File: src/rtl/riscv_pkg.sv
// Shared constants and types for the instruction fetch slice.
package riscv_pkg;

  localparam logic [31:0] NOP_INSTR        = 32'h0000_0013;
  localparam logic [31:0] RESET_PC_DEFAULT = 32'h0000_0000;

  typedef enum logic [1:0] {
    IDLE    = 2'd0,
    WAIT    = 2'd1,
    DISCARD = 2'd2
  } fetch_state_t;

  typedef struct packed {
    logic [31:0] pc;
    logic [31:0] instr;
  } fetch_entry_t;

endpackage

File: src/rtl/fetch_stage_if.sv
// Instruction-memory request/response bus between fetch and memory.
interface fetch_stage_if;
  logic        imem_req;
  logic [31:0] imem_addr;
  logic        imem_ready;
  logic [31:0] imem_rdata;

  modport master (output imem_req, output imem_addr, input imem_ready, input imem_rdata);
  modport slave  (input imem_req, input imem_addr, output imem_ready, output imem_rdata);
endinterface

File: src/rtl/fetch_queue.sv
// Small circular queue of fetched {pc, instr} pairs between memory and Decode.
module fetch_queue
  import riscv_pkg::*;
#(
  parameter int unsigned DEPTH = 2,
  localparam int unsigned PW = (DEPTH > 1) ? $clog2(DEPTH) : 1,
  localparam int unsigned CW = $clog2(DEPTH + 1)
) (
  input  logic          clk,
  input  logic          reset,
  input  logic          push,
  input  fetch_entry_t  push_data,
  input  logic          pop,
  input  logic          flush,
  output fetch_entry_t  head_data,
  output logic [CW-1:0] count,
  output logic          empty
);

  fetch_entry_t  mem_q [DEPTH];
  fetch_entry_t  mem_d [DEPTH];
  logic [PW-1:0] rd_q, rd_d, wr_q, wr_d;
  logic [CW-1:0] cnt_q, cnt_d;
  logic          do_push, do_pop;

  function automatic logic [PW-1:0] ptr_inc(input logic [PW-1:0] p);
    return (p == PW'(DEPTH - 1)) ? '0 : p + PW'(1);
  endfunction

  assign head_data = mem_q[rd_q];
  assign count     = cnt_q;
  assign empty     = (cnt_q == '0);

  // A push into a full queue is only accepted when the head leaves in the same cycle.
  assign do_pop  = pop && !empty;
  assign do_push = push && ((cnt_q != CW'(DEPTH)) || do_pop);

  always_comb begin
    mem_d = mem_q;
    rd_d  = rd_q;
    wr_d  = wr_q;
    cnt_d = cnt_q;
    if (flush) begin
      rd_d  = '0;
      wr_d  = '0;
      cnt_d = '0;
    end else begin
      if (do_push) begin
        mem_d[wr_q] = push_data;
        wr_d        = ptr_inc(wr_q);
      end
      if (do_pop) begin
        rd_d = ptr_inc(rd_q);
      end
      cnt_d = cnt_q + CW'(do_push) - CW'(do_pop);
    end
  end

  always_ff @(posedge clk) begin
    if (reset) begin
      rd_q  <= '0;
      wr_q  <= '0;
      cnt_q <= '0;
    end else begin
      rd_q  <= rd_d;
      wr_q  <= wr_d;
      cnt_q <= cnt_d;
    end
  end

  always_ff @(posedge clk) begin
    mem_q <= mem_d;
  end

endmodule

File: src/rtl/fetch_stage.sv
// Fetch stage: request FSM, PCF, prefetch queue and the Fetch/Decode pipeline register.
module fetch_stage
  import riscv_pkg::*;
#(
  parameter logic [31:0] RESET_PC = RESET_PC_DEFAULT,
  parameter int unsigned QDEPTH   = 2
) (
  input  logic                 clk,
  input  logic                 reset,
  input  logic                 StallD,
  input  logic                 FlushD,
  input  logic                 PCSrcE,
  input  logic [31:0]          PCTargetE,
  fetch_stage_if.master        imem,
  output logic [31:0]          InstrD,
  output logic [31:0]          PCD,
  output logic [31:0]          PCPlus4D,
  output logic                 ValidD
);

  localparam int unsigned CW = $clog2(QDEPTH + 1);

  fetch_state_t  state_q, state_d;
  logic [31:0]   pcf_q, pcf_d;
  logic [31:0]   addr_q, addr_d;
  logic [31:0]   instrd_q, instrd_d;
  logic [31:0]   pcd_q, pcd_d;
  logic [31:0]   pcplus4d_q, pcplus4d_d;
  logic          validd_q, validd_d;

  logic          xfer, q_push, q_pop, q_empty;
  logic [CW-1:0] q_count, count_after;
  fetch_entry_t  q_head, q_wdata;

  fetch_queue #(.DEPTH(QDEPTH)) u_queue (
    .clk       (clk),
    .reset     (reset),
    .push      (q_push),
    .push_data (q_wdata),
    .pop       (q_pop),
    .flush     (PCSrcE),
    .head_data (q_head),
    .count     (q_count),
    .empty     (q_empty)
  );

  assign imem.imem_req  = (state_q != IDLE);
  assign imem.imem_addr = addr_q;
  assign xfer           = (state_q != IDLE) && imem.imem_ready;

  assign InstrD   = instrd_q;
  assign PCD      = pcd_q;
  assign PCPlus4D = pcplus4d_q;
  assign ValidD   = validd_q;

  always_comb begin
    q_pop         = !PCSrcE && !FlushD && !StallD && !q_empty;
    q_push        = xfer && (state_q == WAIT) && !PCSrcE;
    q_wdata.pc    = pcf_q;
    q_wdata.instr = imem.imem_rdata;
    count_after   = PCSrcE ? '0 : (q_count - CW'(q_pop) + CW'(q_push));
  end

  // Space is judged after this cycle's pop/push so a drained queue refills without a gap.
  always_comb begin
    state_d = state_q;
    pcf_d   = pcf_q;
    if (PCSrcE) begin
      pcf_d = {PCTargetE[31:2], 2'b00};
    end
    unique case (state_q)
      IDLE: begin
        if (count_after < CW'(QDEPTH)) state_d = WAIT;
      end
      WAIT: begin
        if (xfer) begin
          if (!PCSrcE) pcf_d = pcf_q + 32'd4;
          state_d = (count_after < CW'(QDEPTH)) ? WAIT : IDLE;
        end else if (PCSrcE) begin
          state_d = DISCARD;
        end
      end
      DISCARD: begin
        if (imem.imem_ready) state_d = (count_after < CW'(QDEPTH)) ? WAIT : IDLE;
      end
      default: state_d = IDLE;
    endcase
    // The bus address only moves when a fresh request is launched or the current one retires.
    addr_d = (state_d == WAIT) ? pcf_d : addr_q;
  end

  always_comb begin
    instrd_d   = instrd_q;
    pcd_d      = pcd_q;
    pcplus4d_d = pcplus4d_q;
    validd_d   = validd_q;
    if (PCSrcE || FlushD) begin
      validd_d = 1'b0;
      instrd_d = NOP_INSTR;
    end else if (!StallD) begin
      if (!q_empty) begin
        validd_d   = 1'b1;
        instrd_d   = q_head.instr;
        pcd_d      = q_head.pc;
        pcplus4d_d = q_head.pc + 32'd4;
      end else begin
        validd_d = 1'b0;
        instrd_d = NOP_INSTR;
      end
    end
  end

  always_ff @(posedge clk) begin
    if (reset) begin
      state_q    <= IDLE;
      pcf_q      <= RESET_PC;
      addr_q     <= RESET_PC;
      instrd_q   <= NOP_INSTR;
      pcd_q      <= '0;
      pcplus4d_q <= '0;
      validd_q   <= 1'b0;
    end else begin
      state_q    <= state_d;
      pcf_q      <= pcf_d;
      addr_q     <= addr_d;
      instrd_q   <= instrd_d;
      pcd_q      <= pcd_d;
      pcplus4d_q <= pcplus4d_d;
      validd_q   <= validd_d;
    end
  end

endmodule

File: src/flat_wrapper.sv
// flat-port wrapper written by rule: the top's interface ports become plain ports
module fetch_stage_flat import riscv_pkg::*;
#(
  parameter logic [31:0] RESET_PC = RESET_PC_DEFAULT,
  parameter int unsigned QDEPTH   = 2
)
  (clk, reset, StallD, FlushD, PCSrcE, PCTargetE, InstrD, PCD, PCPlus4D, ValidD, imem_imem_req, imem_imem_addr, imem_imem_ready, imem_imem_rdata);
  fetch_stage_if imem_i ();
  input  logic clk;
  input  logic reset;
  input  logic StallD;
  input  logic FlushD;
  input  logic PCSrcE;
  input  logic [31:0] PCTargetE;
  output logic [31:0] InstrD;
  output logic [31:0] PCD;
  output logic [31:0] PCPlus4D;
  output logic ValidD;
  output wire logic [$bits(imem_i.imem_req)-1:0] imem_imem_req;
  output wire logic [$bits(imem_i.imem_addr)-1:0] imem_imem_addr;
  input wire logic [$bits(imem_i.imem_ready)-1:0] imem_imem_ready;
  input wire logic [$bits(imem_i.imem_rdata)-1:0] imem_imem_rdata;
  assign imem_imem_req = imem_i.imem_req;
  assign imem_imem_addr = imem_i.imem_addr;
  assign imem_i.imem_ready = imem_imem_ready;
  assign imem_i.imem_rdata = imem_imem_rdata;
  fetch_stage #(.RESET_PC(RESET_PC), .QDEPTH(QDEPTH)) u_core (.clk(clk), .reset(reset), .StallD(StallD), .FlushD(FlushD), .PCSrcE(PCSrcE), .PCTargetE(PCTargetE), .imem(imem_i), .InstrD(InstrD), .PCD(PCD), .PCPlus4D(PCPlus4D), .ValidD(ValidD));
endmodule
File: config.mk
export PLATFORM = sky130hd
export DESIGN_NAME = fetch_stage_flat
export DESIGN_NICKNAME = d
export VERILOG_FILES = /design/src/rtl/riscv_pkg.sv /design/src/rtl/fetch_stage_if.sv /design/src/rtl/fetch_queue.sv /design/src/rtl/fetch_stage.sv /design/src/flat_wrapper.sv
export SDC_FILE = /design/constraint.sdc
export NUM_CORES = 1
export LEC_CHECK = 0
export BUFFER_PORTS_ARGS = -buffer_cell sky130_fd_sc_hd__buf_2
export CAP_MARGIN = 20
export CORE_UTILIZATION = 35
export CTS_BUF_LIST = sky130_fd_sc_hd__clkbuf_8
export CTS_CLUSTER_DIAMETER = 50
export CTS_CLUSTER_SIZE = 24
export DETAILED_ROUTE_END_ITERATION = 10
export MAX_ROUTING_LAYER = met4
export PLACE_DENSITY = 0.51
export SYNTH_ARGS = -nofsm -noshare
export SYNTH_HDL_FRONTEND = slang
export SYNTH_SLANG_ARGS = --single-unit
File: constraint.sdc
create_clock -name clk -period 8.8 [get_ports clk]
set_input_delay 0.88 -clock clk [delete_from_list [all_inputs] [get_ports clk]]
set_output_delay 0.88 -clock clk [all_outputs]
set_load 0.01 [all_outputs]
==> results of run 1 <==
flip-flops by register name, indices dropped and copies added (netlist names):
register and count:
u_core.u_queue.rd_q 1, u_core.PCPlus4D 30, u_core.pcf_q 32, u_core.ValidD 1, u_core.u_queue.count 2, u_core.imem.imem_addr 32
u_core.u_queue.mem_q 128, u_core.PCD 32, u_core.state_q 2, u_core.u_queue.wr_q 1, u_core.InstrD 32
cell families (layout without fill, tap and decap cells):
family | Yosys count | in the layout | synth area share, %
flops | 293 | 293 | 59.9
simple gates | 382 | 382 | 15.7
compound gates | 196 | 196 | 11.9
fa+ha+maj | 5 | 5 | 0.524
xor+xnor | 25 | 25 | 1.84
mux | 84 | 84 | 7.27
other cells | 0 | 1 | 0
buf+inv | 80 | 280 | 2.82
layout by cell type (no fill, tap or decap), types with 14 or more instances in the layout:
master      n
a211oi_1   40
a21oi_1    51
buf_2     196
buf_4      16
clkbuf_8   31
dfxtp_1   164
edfxtp_1  128
mux2_2     21
mux2i_1    63
nand2_1    70
nand3_1    46
nand4_1    28
nor2_1    132
nor3_1     29
o22a_1     17
xnor2_1    14
power breakdown:
part / total, mW / switching (mW) / internal, mW
sequential: 1.49 / 0.0331 / 1.45
clock: 1.10 / 0.553 / 0.543
combinational: 0.152 / 0.0926 / 0.0598
through the flow:
step	area [um^2]	cells
floorplan	11900	1065
global placement	13300	1656
detailed placement	13300	1656
CTS	14100	1713
global route	14100	1713
finish	14100	1714
layer usage:
| metal | up-vias | part of all wire, % | global-route usage [%] |
|---|---|---|---|
| met5 | - | 0 | - |
| met4 | 0 | 1.3 | 3.37 |
| met3 | 41 | 5.2 | 2.65 |
| met2 | 245 | 42 | 26.4 |
| met1 | 4154 | 51 | 26.8 |
| li1 | 4337 | - | - |
final timing paths:
kind                                                           end  depth (start not counted)
worst max-delay path            u_core.u_queue.mem_q[85]$_DFFE_PP_                         10
worst min-delay path               u_core.PCPlus4D[8]$_SDFFE_PP0P_                          2
worst min register to register     u_core.PCPlus4D[8]$_SDFFE_PP0P_                          2
worst max register to register  u_core.u_queue.mem_q[85]$_DFFE_PP_                          8
final cells by class:
class	instances	area, um^2
tap	448	561
timing repair buffer	212	1100
antenna	1	2.50
clock inverter	26	374
clock buffer	31	427
sequential	293	7150
fill	3283	19400
multi-input combinational	692	4470
inverter	11	41.3
critical path, stage by stage:
cell and delay, ns:
buf_2 0.09, buf_4 0.25, o21bai_2 0.24, buf_4 0.29, or3_1 0.40, inv_2 0.06, buf_4 0.64, o21ai_0 0.52
nor2_4 0.58, buf_4 0.67
==> results.json, run 1 <==
{
  "cts_sinks": 293,
  "yosysWarnings": 0,
  "place_congestion": 0.769,
  "hold_slack_ns": 0.453,
  "tightest_slew_ns": 0.934,
  "hold_buffers": 0,
  "finalWorstSetupSlack_ns": 4.33,
  "p_per_area_nw_per_um2": 194,
  "die_w_um": 187,
  "overflow": 0,
  "netlist_area_um2": 11900,
  "synth_edf_count": 128,
  "path_class": "input port to register",
  "firstDrtPassIters": 5,
  "final_antenna_net_count": 0,
  "io_buffers": 197,
  "cts_tree": "built",
  "grtUsageTotal_pct": 18.2,
  "synthToLayoutAreaGrowth_pct": 18.4,
  "skew_ns": 0.0272,
  "grt_pass1_wl_mm": 48.9,
  "dp_slack_ns": 3.63,
  "cp-end-kind": "register",
  "final_util_pct": 42.1,
  "cts_resized": 0,
  "initial_core_util_pct": 35.6,
  "rsz0062_at_grt": "false",
  "vias": 8777,
  "wl_per_cell_um": 18.2,
  "syn_nets": 1140,
  "r2r-start": "u_core.u_queue.count[1]$_SDFF_PP0_",
  "relSlewSlack_pct": 37.8,
  "cts_buffers": 31,
  "ys.flop_type": "dfxtp_1",
  "reg2reg_slack_ns": 4.72,
  "fp.coreArea_um2": 33500,
  "hpwlAfterDp_mm": 21.1,
  "drtIter0Drc": 495,
  "die_h_um": 187,
  "drive_gt1_share_pct": 24.6,
  "synth_seq_area_share_pct": 59.9,
  "fmax_ghz": 0.224,
  "rows": 67,
  "clkTransAtPathRegs_ns": 0.09,
  "worstPathArrival_ns": 4.70,
  "die-area_um2": 34800,
  "clockBufferDepth": 3,
  "hold_viol_final": 0,
  "h-tree-depth": 1,
  "p_leak_nw": 5.16,
  "clockRootBuffer": "clkbuf_8",
  "syn_inst": 1065,
  "totalWireLength_mm": 31.2,
  "finalSetupTns_ns": 0,
  "vdd_drop_max_uv": 125,
  "synth_area_leaders": "edfxtp_1 (32%), dfxtp_1 (28%), mux2i_1 (5.3%)",
  "yosys.area.top_type": "edfxtp_1",
  "synth_top_cells_by_count": "dfxtp_1 (165), nor2_1 (134), edfxtp_1 (128)",
  "setup_viol": 0,
  "grt_max_degree": 87,
  "period_needed_ns": 4.47,
  "hp-class": "register to register",
  "required_ns": 9.03,
  "start_kind": "input port",
  "post-cts-setup-buffers": 0,
  "ys_seq_elements": 293,
  "startpoint": "StallD",
  "grt_pass1_vias": 8509,
  "io_pins": 200,
  "grt_antenna_before_repair": 1,
  "max-cap-violations": 0,
  "hold_start": "u_core.PCPlus4D[8]$_SDFFE_PP0P_",
  "clk_latency_ns": 0.61,
  "yosysTopAreaCellShare_pct": 32.2,
  "synthDistinctLibCells": 71,
  "yosysMostFrequentCell": "dfxtp_1",
  "status": "completed",
  "finalNetCount": 1316,
  "maxSlewViolCount": 0,
  "path_max_fanout": 86,
  "drcViolationCount": 0,
  "total_power_mw": 2.74,
  "synth-async-reset-ratio_pct": 0,
  "period_share_pct": 50.8,
  "avgSynthCellArea_um2": 11.2,
  "drt-vias-per-instance": 5.12
}
Power figures use the tool's default switching activity.
==> run 2, diff against run 1 <==
==> constraint.sdc (replaced) <==
create_clock -name clk -period 4.29 [get_ports clk]
set_input_delay 0.429 -clock clk [delete_from_list [all_inputs] [get_ports clk]]
set_output_delay 0.429 -clock clk [all_outputs]
set_load 0.01 [all_outputs]
==> run 2 against run 1 <==
Compared with the run above: die area did not move; register-to-register slack got worse by 3.4 ns; clock-buffer cell count is 4 higher; first-iteration DRC count shrank 6.9%; non-clock buffer count is 4 higher; design area fell by 0.68%; cell count increased by 0.47%; clock power increased by 73%; worst setup slack lost 3.0 ns; largest power group unchanged.
==> results.json, run 2 (synthesis results as in run 1) <==
{
  "firstDrtPassIters": 7,
  "status": "completed",
  "holdPathEnd": "u_core.u_queue.mem_q[80]$_DFFE_PP_",
  "place_congestion": 0.804,
  "path_buf_inv": 1,
  "placed_area_um2": 13400,
  "placed_cells": 1660,
  "die_w_um": 187,
  "finalNetCount": 1323,
  "regMostFlops": "u_core.u_queue.mem_q",
  "start_kind": "register",
  "rows": 67,
  "required_ns": 4.74,
  "mostFrequentLayoutCell": "buf_2",
  "vias": 8893,
  "wl_per_cell_um": 18.1,
  "drtIter0Drc": 461,
  "min_path_cells": 1,
  "p_per_area_nw_per_um2": 375,
  "overflow": 0,
  "clockRootBuffer": "clkbuf_8",
  "hold_start": "imem_imem_rdata[16]",
  "final.fill_count": 3312,
  "crit_family": "simple AND/OR/NAND/NOR gates",
  "cts_buffers": 34,
  "initial_core_util_pct": 35.6,
  "largest_reg_flops": 128,
  "post-cts-setup-buffers": 0,
  "maxSlewViolCount": 0,
  "io_buffers": 197,
  "grt_pass1_wl_mm": 48.2,
  "grt_pass1_vias": 8334,
  "p_leak_nw": 5.13,
  "rsz0062_at_grt": "false",
  "hp-class": "input port to register",
  "final_cell_mix": "buf_2 (196), dfxtp_1 (164), nor2_1 (132)",
  "clk_latency_ns": 0.54,
  "io_pins": 200,
  "cts_resized": 0,
  "fin_area_um2": 14000,
  "hpwlAfterDp_mm": 21.4,
  "hold_viol_final": 0,
  "period_share_pct": 69.6,
  "cts_sinks": 293,
  "path_max_fanout": 42,
  "r2r-end": "u_core.PCPlus4D[28]$_SDFFE_PP0P_",
  "vdd_drop_max_uv": 190,
  "hold_slack_ns": 0.0712,
  "clkTransAtPathRegs_ns": 0.10,
  "setup_viol": 0,
  "grt_antenna_before_repair": 1,
  "cp-end-kind": "register",
  "skew_ns": 0.0378,
  "drcViolationCount": 0,
  "die_h_um": 187,
  "period_needed_ns": 2.99,
  "grt_max_degree": 86,
  "startpoint": "u_core.u_queue.rd_q$_SDFFE_PP0P_",
  "stdcell_count": 1722,
  "r2r-start": "u_core.u_queue.rd_q$_SDFFE_PP0P_",
  "relSlewSlack_pct": 40.3,
  "path_class": "register to register",
  "synthToLayoutAreaGrowth_pct": 17.6,
  "tightest_slew_ns": 0.886,
  "die-area_um2": 34800,
  "reg2reg_slack_ns": 1.30,
  "final_antenna_net_count": 0,
  "slowest_delay_ns": 0.67,
  "cts_tree": "built",
  "h-tree-depth": 2,
  "max-cap-violations": 0,
  "totalWireLength_mm": 31.1,
  "worstRegToRegCells": 6,
  "worstPathArrival_ns": 3.43,
  "hold_buffers": 0,
  "worstPathCellList": "buf_4, mux2i_1, a221oi_2, nand3_1, or4_1, o221ai_1",
  "fp.coreArea_um2": 33500,
  "grtUsageTotal_pct": 17.9,
  "drive_gt1_share_pct": 24.8,
  "drt-vias-per-instance": 5.16,
  "slowest_stage": "dfxtp_4",
  "clockBufferDepth": 3,
  "fmax_ghz": 0.335
}
==> run 2: cell count changes in the layout (fill, tap and decap cells not counted), moves of 3 or more <==
cell	previous run	this run
buf_4	16	19
bufinv_16	6	0
clkbuf_8	31	35
clkinv_4	1	5
clkinv_8	3	0
==> run 2: worst max-delay path by stage <==
stage | cells past startpoint | slack (ns) | endpoint
6_report | 6 | 1.30 | u_core.PCPlus4D[28]$_SDFFE_PP0P_
2_1_floorplan | 6 | -0.32 | u_core.u_queue.mem_q[0]$_DFFE_PP_
3_5_place_dp | 10 | 1.27 | u_core.u_queue.count[1]$_SDFF_PP0_
5_1_grt | 6 | 1.08 | u_core.PCPlus4D[28]$_SDFFE_PP0P_
4_1_cts | 6 | 1.33 | u_core.PCPlus4D[28]$_SDFFE_PP0P_
3_3_place_gp | 10 | 1.26 | u_core.u_queue.count[1]$_SDFF_PP0_
==> run 2: layer usage <==
layer	share of wire, %	track usage [%]	up-vias
met4	1.7	4.13	0
li1	-	-	4349
met5	0	-	-
met3	5.3	3.22	43
met2	42	25.5	251
met1	51	26.3	4250
==> run 2: per-stage QoR <==
step / util, % / worst slack, ns / power, mW / setup TNS (ns)
6_report: 41.8 / 1.30 / 5.26 / 0
4_1_cts: 41.8 / 1.33 / 5.34 / 0
5_1_grt: 41.8 / 1.08 / 5.50 / 0
3_3_place_gp: 39.9 / 1.26 / 3.42 / 0
2_1_floorplan: - / -0.320 / 3.28 / -40.96
3_5_place_dp: 39.9 / 1.27 / 3.43 / 0
==> run 2: cell type report <==
type / instances / area [um^2] / area share (%)
antenna: 1 / 2.50 / 0.0178
clock buffer: 35 / 482 / 3.43
clock inverter: 26 / 180 / 1.28
inverter: 11 / 41.3 / 0.294
multi-input combinational: 692 / 4470 / 31.9
sequential: 293 / 7150 / 51.0
tap: 448 / 561 / 3.99
timing repair buffer: 216 / 1140 / 8.15
==> run 2: worst register-to-register path, cell delays in order, from the launching register on <==
cell      delay, ns
dfxtp_4        0.67
buf_4          0.41
mux2i_1        0.28
a221oi_2       0.34
nand3_1        0.42
or4_1          0.61
o221ai_1       0.19
==> run 2: power by group <==
group	internal [mW]	switching, mW
Sequential	2.98	0.0672
Combinational	0.125	0.190
Clock	0.816	1.08
==> run 3, diff against run 2 <==
--- a/config.mk
+++ b/config.mk
@@ -5,6 +5,7 @@
 export SDC_FILE = /design/constraint.sdc
 export NUM_CORES = 1
 export LEC_CHECK = 0
+export ABC_AREA = 1
 export BUFFER_PORTS_ARGS = -buffer_cell sky130_fd_sc_hd__buf_2
 export CAP_MARGIN = 20
 export CORE_UTILIZATION = 35
==> constraint.sdc (replaced) <==
create_clock -name clk -period 3 [get_ports clk]
set_input_delay 0.3 -clock clk [delete_from_list [all_inputs] [get_ports clk]]
set_output_delay 0.3 -clock clk [all_outputs]
set_load 0.01 [all_outputs]
==> run 3 against run 2 <==
Compared with the run above: die area grew 4.0%; clock-buffer cell count grew 3; cell count grew 25%; fmax grew 10%; total power grew 57%; sequential share of layout area shrank 3.6 points; first-iteration DRC count grew 30%; utilization grew 1.6 points; area after synthesis grew 4.0%; largest cell class unchanged.
==> results.json, run 3 <==
{
  "synth_area_leaders": "edfxtp_1 (31%), dfxtp_1 (27%), nand2_1 (14%)",
  "drcViolationCount": 0,
  "startpoint": "u_core.state_q[0]$_SDFF_PP0_",
  "min_path_cells": 3,
  "period_share_pct": 90.2,
  "die_w_um": 190,
  "io_pins": 200,
  "cts_buffers": 35,
  "slowest_stage": "nor2_4",
  "synth-async-reset-ratio_pct": 0,
  "seq_power_share_pct": 52.9,
  "synthToLayoutAreaGrowth_pct": 21.5,
  "drive_gt1_share_pct": 20.5,
  "largest_reg_flops": 128,
  "p_leak_nw": 6.53,
  "finalSetupTns_ns": 0,
  "vias": 9998,
  "path_max_fanout": 16,
  "netlist_area_um2": 12400,
  "worstPathArrival_ns": 3.20,
  "grt_pass1_vias": 9294,
  "n_antenna_cell": 0,
  "cts_tree": "built",
  "required_ns": 3.49,
  "avgSynthCellArea_um2": 8.65,
  "cts_resized": 0,
  "worstPathCellList": "inv_1, nor2_2, nand2_1, nor2_2, inv_1, ha_1, nor2_1, nor2_1, o22ai_1, nand2_1, nor2_4, inv_1, a21oi_1",
  "die-area_um2": 36200,
  "io_buffers": 197,
  "clkTransAtPathRegs_ns": 0.09,
  "yosys.area.top_type": "edfxtp_1",
  "worstRegToRegCells": 13,
  "ys_seq_elements": 293,
  "syn_inst": 1434,
  "p_sw_mw": 2.06,
  "yosysTopAreaCellShare_pct": 31.0,
  "fp.coreArea_um2": 34700,
  "r2r-start": "u_core.state_q[0]$_SDFF_PP0_",
  "clockRootBuffer": "clkbuf_8",
  "synth_edf_count": 128,
  "regMostFlops": "u_core.u_queue.mem_q",
  "synth_top_cells_by_count": "nand2_1 (468), dfxtp_1 (165), edfxtp_1 (128)",
  "final.fill_count": 3486,
  "mostFrequentLayoutCell": "nand2_1",
  "yosysMostFrequentCell": "nand2_1",
  "p_per_area_nw_per_um2": 547,
  "max-cap-violations": 0,
  "synth_seq_area_share_pct": 57.6,
  "relSlewSlack_pct": 53.6,
  "skew_ns": 0.0474,
  "slowest_delay_ns": 0.44,
  "rows": 68,
  "pwr-share-comb_pct": 7.0,
  "regArea_um2": 7150,
  "totalWireLength_mm": 33.0,
  "overflow": 0,
  "initial_core_util_pct": 35.7,
  "hpwlAfterDp_mm": 22.8,
  "clkPwrFrac_pct": 40.1,
  "grt_pass1_wl_mm": 51.6,
  "synthDistinctLibCells": 47,
  "cts_sinks": 293,
  "ys.flop_type": "dfxtp_1",
  "period_needed_ns": 2.71,
  "wl_per_cell_um": 15.4,
  "grtUsageTotal_pct": 18.7,
  "r2r-end": "u_core.imem.imem_addr[30]$_SDFFE_PP0N_",
  "start_kind": "register",
  "crit_family": "simple AND/OR/NAND/NOR gates",
  "final_antenna_net_count": 0,
  "status": "completed",
  "dp_slack_ns": 0.305,
  "drt-vias-per-instance": 4.66,
  "fmax_ghz": 0.370,
  "final_cell_mix": "nand2_1 (468), buf_2 (197), dfxtp_1 (164)",
  "hp-class": "input port to register",
  "yosysWarnings": 0,
  "reg2reg_slack_ns": 0.29,
  "tightest_slew_ns": 0.689,
  "maxSlewViolCount": 0,
  "path_buf_inv": 3,
  "vdd_drop_max_uv": 298,
  "place_congestion": 0.854,
  "hold_start": "PCTargetE[5]",
  "clockBufferDepth": 3,
  "clk_latency_ns": 0.56,
  "setup_viol": 0,
  "firstDrtPassIters": 5,
  "swShare_pct": 25.0,
  "finalNetCount": 1739,
  "cp-end-kind": "register",
  "grt_antenna_before_repair": 0,
  "holdPathEnd": "u_core.pcf_q[5]$_SDFF_PP0_",
  "multi_input_area_um2": 4510,
  "finalWorstSetupSlack_ns": 0.294,
  "drtIter0Drc": 600,
  "h-tree-depth": 2,
  "rsz0062_at_grt": "false",
  "path_class": "register to register",
  "die_h_um": 190,
  "path_common_cell": "inv_1",
  "p_int_mw": 6.18,
  "syn_nets": 1509,
  "hold_viol_final": 0,
  "grt_max_degree": 66
}
run 3: changes by cell type in the layout (fill, tap and decap cells not counted), sizes merged, moves of 21 or more:
| cell | change |
|---|---|
| nand2 | +415 |
| inv | +109 |
| mux2i | -53 |
| o21ai | +52 |
| a211oi | -41 |
| dlygate4sd3 | +34 |
| a21oi | +30 |
| nand3 | +22 |
| mux2 | -21 |
run 3: per-stage QoR:
stage | power, mW | std cells | area [um^2] | hold slack (ns) | utilization, %
after floorplan | 4.74 | 1434 | 12400 | 0.378 | -
after detailed placement | 4.99 | 2047 | 13900 | 0.434 | 40.0
final | 8.24 | 2146 | 15100 | 0.0337 | 43.4
after CTS | 8.37 | 2145 | 15000 | 0.00224 | 43.4
after global placement | 4.98 | 2047 | 13900 | 0.433 | 40.0
after global routing | 8.60 | 2146 | 15100 | 0.00970 | 43.4
run 3: area by class of cell:
class	count	share of cell area [%]
sequential	293	47.4
multi-input combinational	956	29.9
timing repair buffer	256	10.3
tap	455	3.78
clock inverter	26	2.11
clock buffer	38	3.47
inverter	122	3.05
run 3: logic make-up (layout without fill, tap and decap cells):
kind of cell	Yosys count	after routing	synth area share, %
xor+xnor	12	12	0.847
flops	293	293	57.6
fa+ha+maj	5	5	0.504
buf+inv	185	442	6.18
mux	10	10	0.807
compound gates	186	186	8.72
simple gates	743	743	25.3
run 3: metal layers:
| metal | track usage (%) | part of all wire, % | vias up |
|---|---|---|---|
| li1 | - | - | 5146 |
| met1 | 27.2 | 51 | 4571 |
| met2 | 27.2 | 43 | 236 |
| met3 | 2.72 | 4.5 | 45 |
| met4 | 4.58 | 1.7 | 0 |
| met5 | - | 0 | - |
run 3: power groups by stage:
stage                     Combinational (mW)  Clock, mW  Sequential (mW)
after floorplan                        0.294          0             4.45
after global placement                 0.534          0             4.45
after detailed placement               0.541          0             4.45
after CTS                              0.580       3.43             4.36
after global routing                   0.645       3.58             4.38
final                                  0.578       3.31             4.36
run 3: worst max path at each step:
stage / end / slack, ns / depth (start not counted)
after floorplan: u_core.u_queue.mem_q[0]$_DFFE_PP_ / -0.28 / 7
after global placement: u_core.imem.imem_addr[29]$_SDFFE_PP0N_ / 0.31 / 13
after detailed placement: u_core.imem.imem_addr[30]$_SDFFE_PP0N_ / 0.31 / 13
after CTS: u_core.imem.imem_addr[30]$_SDFFE_PP0N_ / 0.29 / 13
after global routing: u_core.imem.imem_addr[30]$_SDFFE_PP0N_ / 0.02 / 13
final: u_core.imem.imem_addr[30]$_SDFFE_PP0N_ / 0.29 / 13
run 3: what timing repair did:
item | in CTS | in global routing
endpoints found under the hold margin | 66 | 0
setup buffers | 0 | 0
setup endpoints to repair | 0 | 0
hold buffers | 34 | 0
run 3: tightest hold or removal path, cell delays in order:
cell,delay (ns)
buf_2,0.08
mux2i_1,0.08
nor2_1,0.08
